$ cat src/rtl/amp_array_pkg.sv
// Shared types, default parameters and helpers for the amp_array block.
package amp_array_pkg;

    localparam int CHANNELS_DEF = 4;
    localparam int DW_DEF       = 16;
    localparam int GW_DEF       = 8;
    localparam int FRAC_DEF     = 4;
    localparam int LP_SHIFT_DEF = 3;

    // Unity gain for the default fractional format (1.0 = 1 << FRAC).
    localparam int GAIN_UNITY = 1 << FRAC_DEF;

    // Working width for the generic saturation helper.
    localparam int SAT_W = 64;

    typedef enum logic {
        MODE_BYPASS = 1'b0,
        MODE_LP     = 1'b1
    } lane_mode_t;

    // Clamp a signed value to the range of a signed dw-bit number.
    function automatic logic signed [SAT_W-1:0] sat_dw(input logic signed [SAT_W-1:0] x,
                                                       input int dw);
        logic signed [SAT_W-1:0] hi;
        logic signed [SAT_W-1:0] lo;
        hi = (64'sd1 <<< (dw - 1)) - 64'sd1;
        lo = -(64'sd1 <<< (dw - 1));
        if (x > hi) begin
            return hi;
        end
        if (x < lo) begin
            return lo;
        end
        return x;
    endfunction

endpackage

$ cat src/rtl/amp_lane.sv
// One amplifier lane: gain multiply with round-half-up (stage 1), optional
// first-order low-pass, saturation and sticky overflow flag (stage 2).
// Stage enables come from the parent's stall pipeline.
module amp_lane
    import amp_array_pkg::*;
#(
    parameter int DW       = DW_DEF,
    parameter int GW       = GW_DEF,
    parameter int FRAC     = FRAC_DEF,
    parameter int LP_SHIFT = LP_SHIFT_DEF
) (
    input  logic          clk,
    input  logic          rst,
    input  logic          i_ld1,
    input  logic          i_ld2,
    input  logic [DW-1:0] i_in,
    input  logic [GW-1:0] i_gain,
    input  logic          i_mode,
    input  logic          i_mode_clr,
    input  logic          i_flag_clr,
    output logic [DW-1:0] o_y,
    output logic          o_sat
);

    localparam int PW = DW + GW;
    localparam logic signed [PW-1:0] ROUND = PW'(1 << (FRAC - 1));

    logic signed [PW-1:0]    w_prod;
    logic signed [PW-1:0]    w_p;
    logic signed [PW:0]      w_diff;
    logic signed [PW-1:0]    w_s_next;
    logic signed [PW-1:0]    w_pre;
    logic signed [SAT_W-1:0] w_clamped;
    logic                    w_clip;
    logic                    w_lp;

    logic signed [PW-1:0]    r_p;
    logic signed [PW-1:0]    r_s;
    logic [DW-1:0]           r_y;
    logic                    r_sat;

    // Datapath: scaled product for stage 1, filter update and clamp for stage 2.
    always_comb begin
        // NOTE: every signal here is assigned on every path, so no latch is inferred.
        w_prod    = PW'($signed(i_in)) * PW'($signed(i_gain));
        w_p       = (w_prod + ROUND) >>> FRAC;
        w_diff    = (PW+1)'(r_p) - (PW+1)'(r_s);
        w_s_next  = PW'((PW+1)'(r_s) + (w_diff >>> LP_SHIFT));
        w_lp      = (lane_mode_t'(i_mode) == MODE_LP);
        w_pre     = w_lp ? w_s_next : r_p;
        w_clamped = sat_dw(SAT_W'(w_pre), DW);
        w_clip    = (w_clamped != SAT_W'(w_pre));
    end

    // Stage registers, filter state and sticky flag (set beats clear).
    always_ff @(posedge clk) begin
        // NOTE: non-blocking assignments so every register samples pre-edge values.
        if (rst) begin
            r_p   <= '0;
            r_s   <= '0;
            r_y   <= '0;
            r_sat <= 1'b0;
        end else begin
            if (i_ld1) begin
                r_p <= w_p;
            end
            if (i_ld2) begin
                r_y <= w_clamped[DW-1:0];
            end
            if (i_mode_clr) begin
                r_s <= '0;
            end else if (i_ld2 && w_lp) begin
                r_s <= w_s_next;
            end
            r_sat <= (r_sat & ~i_flag_clr) | (i_ld2 & w_clip);
        end
    end

    assign o_y   = r_y;
    assign o_sat = r_sat;

endmodule

$ cat src/rtl/amp_array.sv
// Multi-channel amplifier: valid/ready two-stage stall pipeline, per-lane
// gain/mode register file and a generate loop of amp_lane instances.
module amp_array
    import amp_array_pkg::*;
#(
    parameter int CHANNELS = CHANNELS_DEF,
    parameter int DW       = DW_DEF,
    parameter int GW       = GW_DEF,
    parameter int FRAC     = FRAC_DEF,
    parameter int LP_SHIFT = LP_SHIFT_DEF
) (
    input  logic                        clk,
    input  logic                        rst,
    input  logic                        in_valid,
    output logic                        in_ready,
    input  logic [CHANNELS*DW-1:0]      in_data,
    output logic                        out_valid,
    input  logic                        out_ready,
    output logic [CHANNELS*DW-1:0]      out_data,
    input  logic                        cfg_we,
    input  logic [$clog2(CHANNELS)-1:0] cfg_ch,
    input  logic [GW-1:0]               cfg_gain,
    input  logic                        cfg_lp,
    input  logic                        cfg_clr,
    output logic [CHANNELS-1:0]         sat_flag
);

    localparam int CHW = $clog2(CHANNELS);
    localparam logic [GW-1:0] UNITY = GW'((FRAC == FRAC_DEF) ? GAIN_UNITY : (1 << FRAC));

    logic                r_v1;
    logic                r_v2;
    logic                w_adv1;
    logic                w_adv2;
    logic                w_ld1;
    logic                w_ld2;
    logic [CHANNELS-1:0] w_we;
    logic [CHANNELS-1:0] w_mode_clr;

    logic [GW-1:0]       r_gain [CHANNELS];
    lane_mode_t          r_mode [CHANNELS];

    // Handshake: a stage advances when it is empty or the stage after it advances.
    always_comb begin
        w_adv2    = !r_v2 || out_ready;
        w_adv1    = !r_v1 || w_adv2;
        w_ld1     = in_valid && w_adv1;
        w_ld2     = r_v1 && w_adv2;
        in_ready  = w_adv1;
        out_valid = r_v2;
    end

    // Config write decode; lane indices that do not exist never match.
    always_comb begin
        w_we       = '0;
        w_mode_clr = '0;
        for (int i = 0; i < CHANNELS; i++) begin
            w_we[i]       = cfg_we && (cfg_ch == CHW'(i));
            w_mode_clr[i] = cfg_we && (cfg_ch == CHW'(i)) &&
                            (lane_mode_t'(cfg_lp) != r_mode[i]);
        end
    end

    // Pipeline valid bits; a reset discards whatever is in flight.
    always_ff @(posedge clk) begin
        if (rst) begin
            r_v1 <= 1'b0;
            r_v2 <= 1'b0;
        end else begin
            if (w_adv1) begin
                r_v1 <= in_valid;
            end
            if (w_adv2) begin
                r_v2 <= r_v1;
            end
        end
    end

    // Per-lane gain and mode register file.
    always_ff @(posedge clk) begin
        // NOTE: this register file is reset explicitly so lanes start at unity gain, bypass.
        if (rst) begin
            for (int i = 0; i < CHANNELS; i++) begin
                r_gain[i] <= UNITY;
                r_mode[i] <= MODE_BYPASS;
            end
        end else begin
            for (int i = 0; i < CHANNELS; i++) begin
                if (w_we[i]) begin
                    r_gain[i] <= cfg_gain;
                    r_mode[i] <= lane_mode_t'(cfg_lp);
                end
            end
        end
    end

    for (genvar g = 0; g < CHANNELS; g++) begin : g_lane
        amp_lane #(
            .DW       (DW),
            .GW       (GW),
            .FRAC     (FRAC),
            .LP_SHIFT (LP_SHIFT)
        ) u_lane (
            .clk        (clk),
            .rst        (rst),
            .i_ld1      (w_ld1),
            .i_ld2      (w_ld2),
            .i_in       (in_data[g*DW +: DW]),
            .i_gain     (r_gain[g]),
            .i_mode     (r_mode[g]),
            .i_mode_clr (w_mode_clr[g]),
            .i_flag_clr (cfg_clr),
            .o_y        (out_data[g*DW +: DW]),
            .o_sat      (sat_flag[g])
        );
    end

endmodule
$ cat config.mk
export PLATFORM = sky130hd
export DESIGN_NAME = amp_array
export DESIGN_NICKNAME = d
export VERILOG_FILES = /design/src/rtl/amp_array_pkg.sv /design/src/rtl/amp_lane.sv /design/src/rtl/amp_array.sv
export SDC_FILE = /design/constraint.sdc
export NUM_CORES = 2
export LEC_CHECK = 0
export BUFFER_PORTS_ARGS = -buffer_cell sky130_fd_sc_hd__buf_2
export CAP_MARGIN = 30
export CORE_ASPECT_RATIO = 1.2
export CORE_MARGIN = 10
export CORE_UTILIZATION = 40
export CTS_BUF_LIST = sky130_fd_sc_hd__clkbuf_4 sky130_fd_sc_hd__clkbuf_8
export DETAILED_ROUTE_END_ITERATION = 6
export SYNTH_ARGS = -nofsm -noshare
export SYNTH_HDL_FRONTEND = slang
export SYNTH_HIERARCHICAL = 1
export SYNTH_SLANG_ARGS = --single-unit
$ cat constraint.sdc
create_clock -name clk -period 7.3 [get_ports clk]
set_clock_uncertainty 0.2 [all_clocks]
set_input_delay 1.095 -clock clk [delete_from_list [all_inputs] [get_ports clk]]
set_output_delay 1.095 -clock clk [all_outputs]
set_load 0.05 [all_outputs]
=== Word level (Yosys, flattened, before mapping) ===
Memory sizes are Yosys's and may differ from the RTL's.
Index checks and enable logic that the tools add are counted.

* Bits in registers: 246
* Bits in writable memories: 36
* Bits of input ports: 81
* Output and inout bits: 70
* Logic and storage cells: 153
* Memories kept: 2

{| class="wikitable"
|+ Memories
! memory !! depth !! width !! rd ports !! clocked after Yosys merged registers in !! wr ports !! RTL line !! RTL
|-
| r_gain || 4 || 8 || 4 || 0 || 4 || amp_array.sv:40 || <nowiki>logic [GW-1:0] r_gain [CHANNELS];</nowiki>
|-
| r_mode || 4 || 1 || 4 || 0 || 4 || amp_array.sv:41 || <nowiki>lane_mode_t r_mode [CHANNELS];</nowiki>
|}

* Add/subtract/negate cells: 12
* $mul: 4
* Magnitude comparators: 8
* Equal/unequal tests: 11
* Multiplexer cells: 54
* Bitwise gates (word level): 21
* Reductions and logical operators: 23

{| class="wikitable"
|+ Operators by type and width
! cell !! count
|-
| 64-bit 2-to-1 mux || 16
|-
| 64-bit by 24-bit != test with 1-bit output || 4
|-
| 20-bit by 24-bit subtractor with 25-bit output || 4
|-
| 24-bit by 22-bit adder with 24-bit output || 4
|-
| 24-bit by 5-bit adder with 24-bit output, second input constant || 4
|-
| 24-bit by 16-bit > comparator with 1-bit output, second input constant || 4
|-
| 24-bit by 16-bit < comparator with 1-bit output, second input constant || 4
|-
| 16-bit by 8-bit multiplier with 24-bit output || 4
|-
| 24-bit 2-to-1 mux || 4
|-
| 8-bit 2-to-1 mux || 4
|-
| 1-bit 2-to-1 mux || 30
|-
| 1-bit logical AND || 14
|-
| 1-bit bitwise OR || 12
|-
| 1-bit bitwise AND || 8
|-
| 2-bit OR reduction || 4
|-
| 2-bit equality test, second input constant || 2
|-
| 1-bit != test || 4
|-
| 2-bit by 1-bit equality test with 1-bit output, second input constant || 1
|-
| 1-bit zero test || 2
|-
| 2-bit zero test || 1
|-
| 1-bit logical OR || 2
|-
| 1-bit NOT || 1
|}

=== Logic depth before layout (Yosys ltp) ===
* Depth in word-level cells: 11
* Gate-level depth with buffers: 29

=== Hierarchy ===
The synthesis kept the hierarchy.

{| class="wikitable"
|+ By module, submodules not included
! module !! instances !! cells an instance !! area an instance (um^2) !! sequential area each (um^2)
|-
| amp_lane (g_lane[2].u_lane) || 1 || 1127 || 9411.5 || 1221.2
|-
| amp_lane (g_lane[1].u_lane) || 1 || 1130 || 9400.3 || 1221.2
|-
| amp_lane (g_lane[3].u_lane) || 1 || 1130 || 9337.7 || 1221.2
|-
| amp_lane (g_lane[0].u_lane) || 1 || 1121 || 9207.6 || 1221.2
|-
| amp_array || 1 || 106 || 1590.3 || 1121.1
|}

=== Worst setup path before layout ===
Ideal clock, no wire load.

* Kind: register to register
* Start point: register g_lane[2].u_lane.r_s[4]
* End point: register g_lane[2].u_lane.r_y[10]
* Setup time: 79 ps
* Arrival: 5969 ps
* Slack: 1052 ps
* Stages on the path, launching flop included: 25
* Buffers on the path: 2
* Period minus slack after synthesis: 6248 ps
* Cells stage by stage: dfxtp_1 > inv_1 > ha_1 > and3_4 > a211o_1 > o311a_4 > o41a_1 > o21a_1 > or3_1 > a21oi_1 > nor2b_1 > nor2_1 > xnor2_1 > ha_1 > clkbuf_1 > nand4_1 > o311ai_0 > and3_1 > o21a_1 > nand4b_1 > a21o_1 > ha_1 > clkdlybuf4s50_2 > or2_2 > a211oi_2

* Cells in the longest elaborated chain, start to end: 8
* Elaborated cells on any way between the ends: 11

{| class="wikitable"
|+ Ends and longest elaborated chain
! element !! RTL line !! RTL
|-
| start, declared || amp_lane.sv:38 || <nowiki>logic signed [PW-1:0] r_s;</nowiki>
|-
| start signal, assigned || amp_lane.sv:73 || <nowiki>r_s <= w_s_next;</nowiki>
|-
| 20-bit by 24-bit subtractor with 25-bit output || amp_lane.sv:47 || <nowiki>w_diff = (PW+1)'(r_p) - (PW+1)'(r_s);</nowiki>
|-
| 24-bit by 22-bit adder with 24-bit output * || amp_lane.sv:48 || <nowiki>w_s_next = PW'((PW+1)'(r_s) + (w_diff >>> LP_SHIFT));</nowiki>
|-
| 24-bit 2-to-1 mux * || amp_lane.sv:50 || <nowiki>w_pre = w_lp ? w_s_next : r_p;</nowiki>
|-
| 24-bit by 16-bit < comparator with 1-bit output || amp_array_pkg.sv:31 || <nowiki>if (x < lo) begin</nowiki>
|-
| 1-bit 2-to-1 mux (2 in a row) || amp_array_pkg.sv:31 ||
|-
| 64-bit 2-to-1 mux || amp_array_pkg.sv:34 || <nowiki>return x;</nowiki>
|-
| 64-bit 2-to-1 mux * || amp_array_pkg.sv:31 ||
|-
| end signal, assigned || amp_lane.sv:68 || <nowiki>r_y <= w_clamped[DW-1:0];</nowiki>
|-
| end, declared || amp_lane.sv:39 || <nowiki>logic [DW-1:0] r_y;</nowiki>
|}

Every way passes the cells marked *; elsewhere a longest branch is shown, timed or not. The select of a mux whose other input is x is not followed.
A chain may end at the register's enable or synchronous reset.

=== Worst setup path in the final report ===
* Start point: register g_lane[2].u_lane.r_s[2]
* End point: register g_lane[2].u_lane.r_sat

* Cells in the longest elaborated chain, start to end: 11
* Elaborated cells on any way between the ends: 14

{| class="wikitable"
|+ Ends and longest elaborated chain
! element !! RTL line !! RTL
|-
| 20-bit by 24-bit subtractor with 25-bit output || amp_lane.sv:47 ||
|-
| 24-bit by 22-bit adder with 24-bit output * || amp_lane.sv:48 ||
|-
| 24-bit 2-to-1 mux * || amp_lane.sv:50 ||
|-
| 24-bit by 16-bit < comparator with 1-bit output || amp_array_pkg.sv:31 ||
|-
| 1-bit 2-to-1 mux (2 in a row) || amp_array_pkg.sv:31 ||
|-
| 64-bit 2-to-1 mux || amp_array_pkg.sv:34 ||
|-
| 64-bit 2-to-1 mux || amp_array_pkg.sv:31 ||
|-
| 64-bit by 24-bit != test with 1-bit output * || amp_lane.sv:52 || <nowiki>w_clip = (w_clamped != SAT_W'(w_pre));</nowiki>
|-
| 1-bit bitwise AND * || amp_lane.sv:75 || <nowiki>r_sat <= (r_sat & ~i_flag_clr) | (i_ld2 & w_clip);</nowiki>
|-
| 1-bit bitwise OR * || amp_lane.sv:75 ||
|-
| end signal, assigned || amp_lane.sv:75 ||
|-
| end, declared || amp_lane.sv:40 || <nowiki>logic r_sat;</nowiki>
|}

Marks and branches as above.

==> results.md <==
* Final WS setup at ~0.59 ns
* Most used cell along the critical path: ha_1
* Antenna viol nets, final at 0
* Post_cts resized at 0
* R2R Path End: g_lane[2].u_lane/o_sat
* Top_reg_cell synth: dfxtp_1
* Area of the multi-input gates at between 20000 and 30000 um2
* Final Hold Vio Count at 0
* Gr usage total at a little under a fifth
* Vias in the first global route at roughly 33000
* Buffers and inverters on the worst path at 2
* Fill cells at 9694
* R2r startpoint: g_lane[2].u_lane/r_s[2]
* Reg2reg path depth at 27
* CP required at around 7.7 ns
* Synth Area in Compound Gates at between 10% and 20%
* Slew margin rel. at approximately a third
* Synthesized Nets at around 5500
* Final setup viols at 0
* Max Cap Violations at 0
* Number of synthesized flops with an enable pin at 36
* Slowest cell on the critical path: ha_1
* Setup Buffers After CTS at 0
* Synth top area share at 21.4%
* Residual DRC at 0
* Placed cells at 5907
* FF/Latch Area at about 6000 um2
* Fin Setup TNS at 0 ns
* Row cnt at 125
* HP Class: reg -> reg
* Vias at roughly 32000
* Pre-CTS WS at between 0.6 and 0.7 ns
* Adder-Cell Fraction of Synth Area at 33.2%
* Htree depth at 2
* Yosys cell types at between 100 and 150
* Slew at the pin with the worst max-slew slack at around 1.0 ns
* Critical Path Source: g_lane[2].u_lane/r_s[2]
* Mapped Avg Cell Area at roughly 8.4 um2
* Lkg Pwr at between 15 and 20 nW
* Fmax at 149 MHz
* Routed wire length at roughly 100000 um
* CTS tree: done
* Share of cells above drive strength 1 at 7.88%
* XOR/XNOR share of the synthesized area at 5.12%
* Die W at slightly above 300 um
* Unrepaired setup endpoints after global routing: false
* Cell taking the most area after synthesis: fa_1
* Yosys reg bits at around 280
* Fin cells at 6013
* R2R Setup Slk at 0.59 ns
* First-pass GRT wire length at 169000 um
* Simple-gate area share of the yosys netlist at approximately a fifth
* Slowest stage delay, CP at ~0.52 ns
* Cells after Synth at roughly 4600
* Initial core utilization at around two fifths
* Total core area at slightly below 100000 um2
* Final nets at ~5600
* Synth top area cells: fa_1 21%, dfxtp_1 13%, ha_1 12%
* CP max FO at 13
* Final slew viol count at 0
* GPL Wtd Cong at around 0.9
* Drt first pass iters at 5
* Critical Path Source Type: flip-flop
* Worst Setup End Kind: flip-flop
* CP delay by family, top: compound AO/OA/AOI/OAI gates
* Initial antenna violation count at 24
* CP Class: reg -> reg
* Clk Latency, worst-skew pair at about 0.67 ns
* Routed len/inst at between 15 and 20 um
* Final Core Density at between 40% and 50%
* Worst-path clk slew at 0.07 ns
* Yosys warns at 6
* Die height at 362 um
* Largest family of logic cells by synthesized area: adder cells
* Mux cell area share after synthesis at about 2.7%
* Mapped Area at about 40000 um2
* Initial DRC Count at roughly 1600
* Crit path to: g_lane[2].u_lane/o_sat
* Via density per instance at about 5.3
* Status: finished, final reports clean
* Root Buffer: clkbuf_8
* Num ports at 151
* GRT overflow at 0
* Crit path DAT at just over 7 ns
* Post-synth ARST share at 0%
* Final Total Pwr at ~20 mW
* Min Clock Period, post-route at 6.71 ns
* Die Footprint at between 100000 and 150000 um2
* Max VDD drop at between 200 and 250 uV
* Maximum root-to-sink buffer count at 3
* Dpl hpwl at ~80000 um
* Clk sink count at between 200 and 300
* Area Overhead vs Synth at 7.79%
* Post-CTS Hold Buffers at 0
* Register area share after synthesis at 15.4%
* PwrDens at between 400 and 500 nW/um2
* Crit share post-route at between 90 and 100%
* Crit path depth at 27
* Pin count of the biggest net entering global routing at just under 70
* Number of port buffers at 150
* TritonCTS Buffers at 52
[where the power goes]
part           switching, mW  internal (mW)  total [mW]
clock network          0.770          0.964        1.73
logic                   9.37           6.70        16.1
registers              0.381           1.90        2.28
total                   10.5           9.56        20.1
[metal layers]
metal	up-vias	part of all wire (%)	track usage [%]
met3	140	5.0	2.90
li1	15500	-	-
met1	15400	43	22.6
met2	571	49	32.4
met5	-	0.12	0
met4	18	2.3	4.70
[sequential cells by signal, indices dropped and copies added (netlist names)]
register and flops:
g_lane.u_lane/r_p 80, out_valid 1, g_lane.u_lane/o_sat 4, g_lane.u_lane/r_s 96
r_gain 32, g_lane.u_lane/o_y 64, r_mode 4, r_v1 1
[cell usage in the layout (no fill, tap or decap), types with 14 or more instances in the layout]
| cell | synthesis | final |
|---|---|---|
| a21o_1 | 82 | 82 |
| a21boi_0 | 15 | 15 |
| nand2_1 | 403 | 403 |
| clkbuf_8 | 5 | 61 |
| buf_2 | 5 | 149 |
| o21bai_1 | 29 | 29 |
| and3_1 | 38 | 38 |
| nand4_1 | 28 | 28 |
| buf_4 | 0 | 15 |
| nor2_1 | 352 | 351 |
| xor2_1 | 67 | 67 |
| a211oi_1 | 68 | 68 |
| o211ai_1 | 14 | 14 |
| nor2b_1 | 53 | 53 |
| o21a_1 | 48 | 48 |
| mux2i_1 | 92 | 92 |
| ha_1 | 368 | 368 |
| a31oi_1 | 22 | 22 |
| or2_2 | 22 | 22 |
| a211o_1 | 19 | 19 |
| nand3_1 | 61 | 61 |
| o211a_1 | 14 | 14 |
| nand2b_1 | 99 | 99 |
| and2_1 | 328 | 326 |
| inv_1 | 641 | 641 |
| dfxtp_1 | 246 | 246 |
| o22ai_1 | 21 | 21 |
| or3_1 | 30 | 30 |
| edfxtp_1 | 36 | 36 |
| a21oi_1 | 273 | 273 |
| o21ai_0 | 116 | 116 |
| fa_1 | 416 | 416 |
| xnor2_1 | 159 | 159 |
| nor3_1 | 80 | 80 |
[synthesized netlist by cell type, drive strengths merged, types with 10 or more instances]
master	instances
a2111oi	12
a211o	19
a211oi	79
a21boi	15
a21o	82
a21oi	279
a31oi	25
and2	330
and3	39
buf	20
clkbuf	124
dfxtp	246
edfxtp	36
fa	416
ha	368
inv	641
mux2	10
mux2i	92
nand2	403
nand2b	99
nand3	62
nand4	28
nor2	352
nor2b	54
nor3	81
nor4	10
o211a	14
o211ai	16
o21a	48
o21ai	135
o21bai	30
o22ai	21
o31ai	13
or2	22
or3	31
xnor2	159
xor2	68
[kinds of logic after synthesis]
group	Yosys count
buffers and inverters	787
AO/OA/AOI/OAI	880
adder cells (fa/ha/maj)	784
flip-flops	282
AND/OR/NAND/NOR	1552
multiplexers	102
XOR/XNOR	227
[per-stage QoR]
step           instance area (um2)  hold slack [ns]
2_1_floorplan                38900            0.232
3_3_place_gp                 40700            0.257
3_5_place_dp                 40800            0.255
4_1_cts                      41900            0.265
5_1_grt                      42000            0.298
6_report                     42000            0.267
[worst min-delay path by stage]
stage,startpoint,end,slack (ns),depth (start not counted)
floorplan,r_v1,out_valid,0.23,2
global placement,r_v1,out_valid,0.26,2
detailed placement,g_lane[3].u_lane/o_y[15],g_lane[3].u_lane/o_y[15],0.25,2
CTS,g_lane[3].u_lane/o_y[15],g_lane[3].u_lane/o_y[15],0.27,2
global route,g_lane[1].u_lane/o_y[1],g_lane[1].u_lane/o_y[1],0.30,2
finish,g_lane[3].u_lane/o_y[15],g_lane[3].u_lane/o_y[15],0.27,2
[worst register-to-register path: stages (launching register included)]
cell,delay [ns]
dfxtp_1,0.37
inv_1,0.06
ha_1,0.30
a21oi_2,0.14
o21ai_2,0.09
a211o_1,0.35
o31a_2,0.34
a311o_1,0.35
and2_1,0.18
o21ai_0,0.22
a21boi_0,0.19
o21a_1,0.22
nor2_1,0.11
xnor2_1,0.16
ha_1,0.32
nand4_1,0.18
nor2_1,0.06
a21oi_1,0.20
o31ai_1,0.14
o41ai_2,0.45
o2111ai_1,0.22
xor2_1,0.28
nand4b_1,0.13
a21o_1,0.21
ha_1,0.52
inv_1,0.24
o2bb2ai_1,0.18
a211oi_1,0.21
[final cells by class]
cell class	count	area share (%)
multi-input combinational	3545	71.1
sequential	282	14.3
inverter	642	5.74
tap	1270	3.79
timing repair buffer	169	2.26
clock buffer	72	2.20
clock inverter	26	0.566
antenna	7	0.0417
Note: power is estimated with default switching activity, not from simulation.
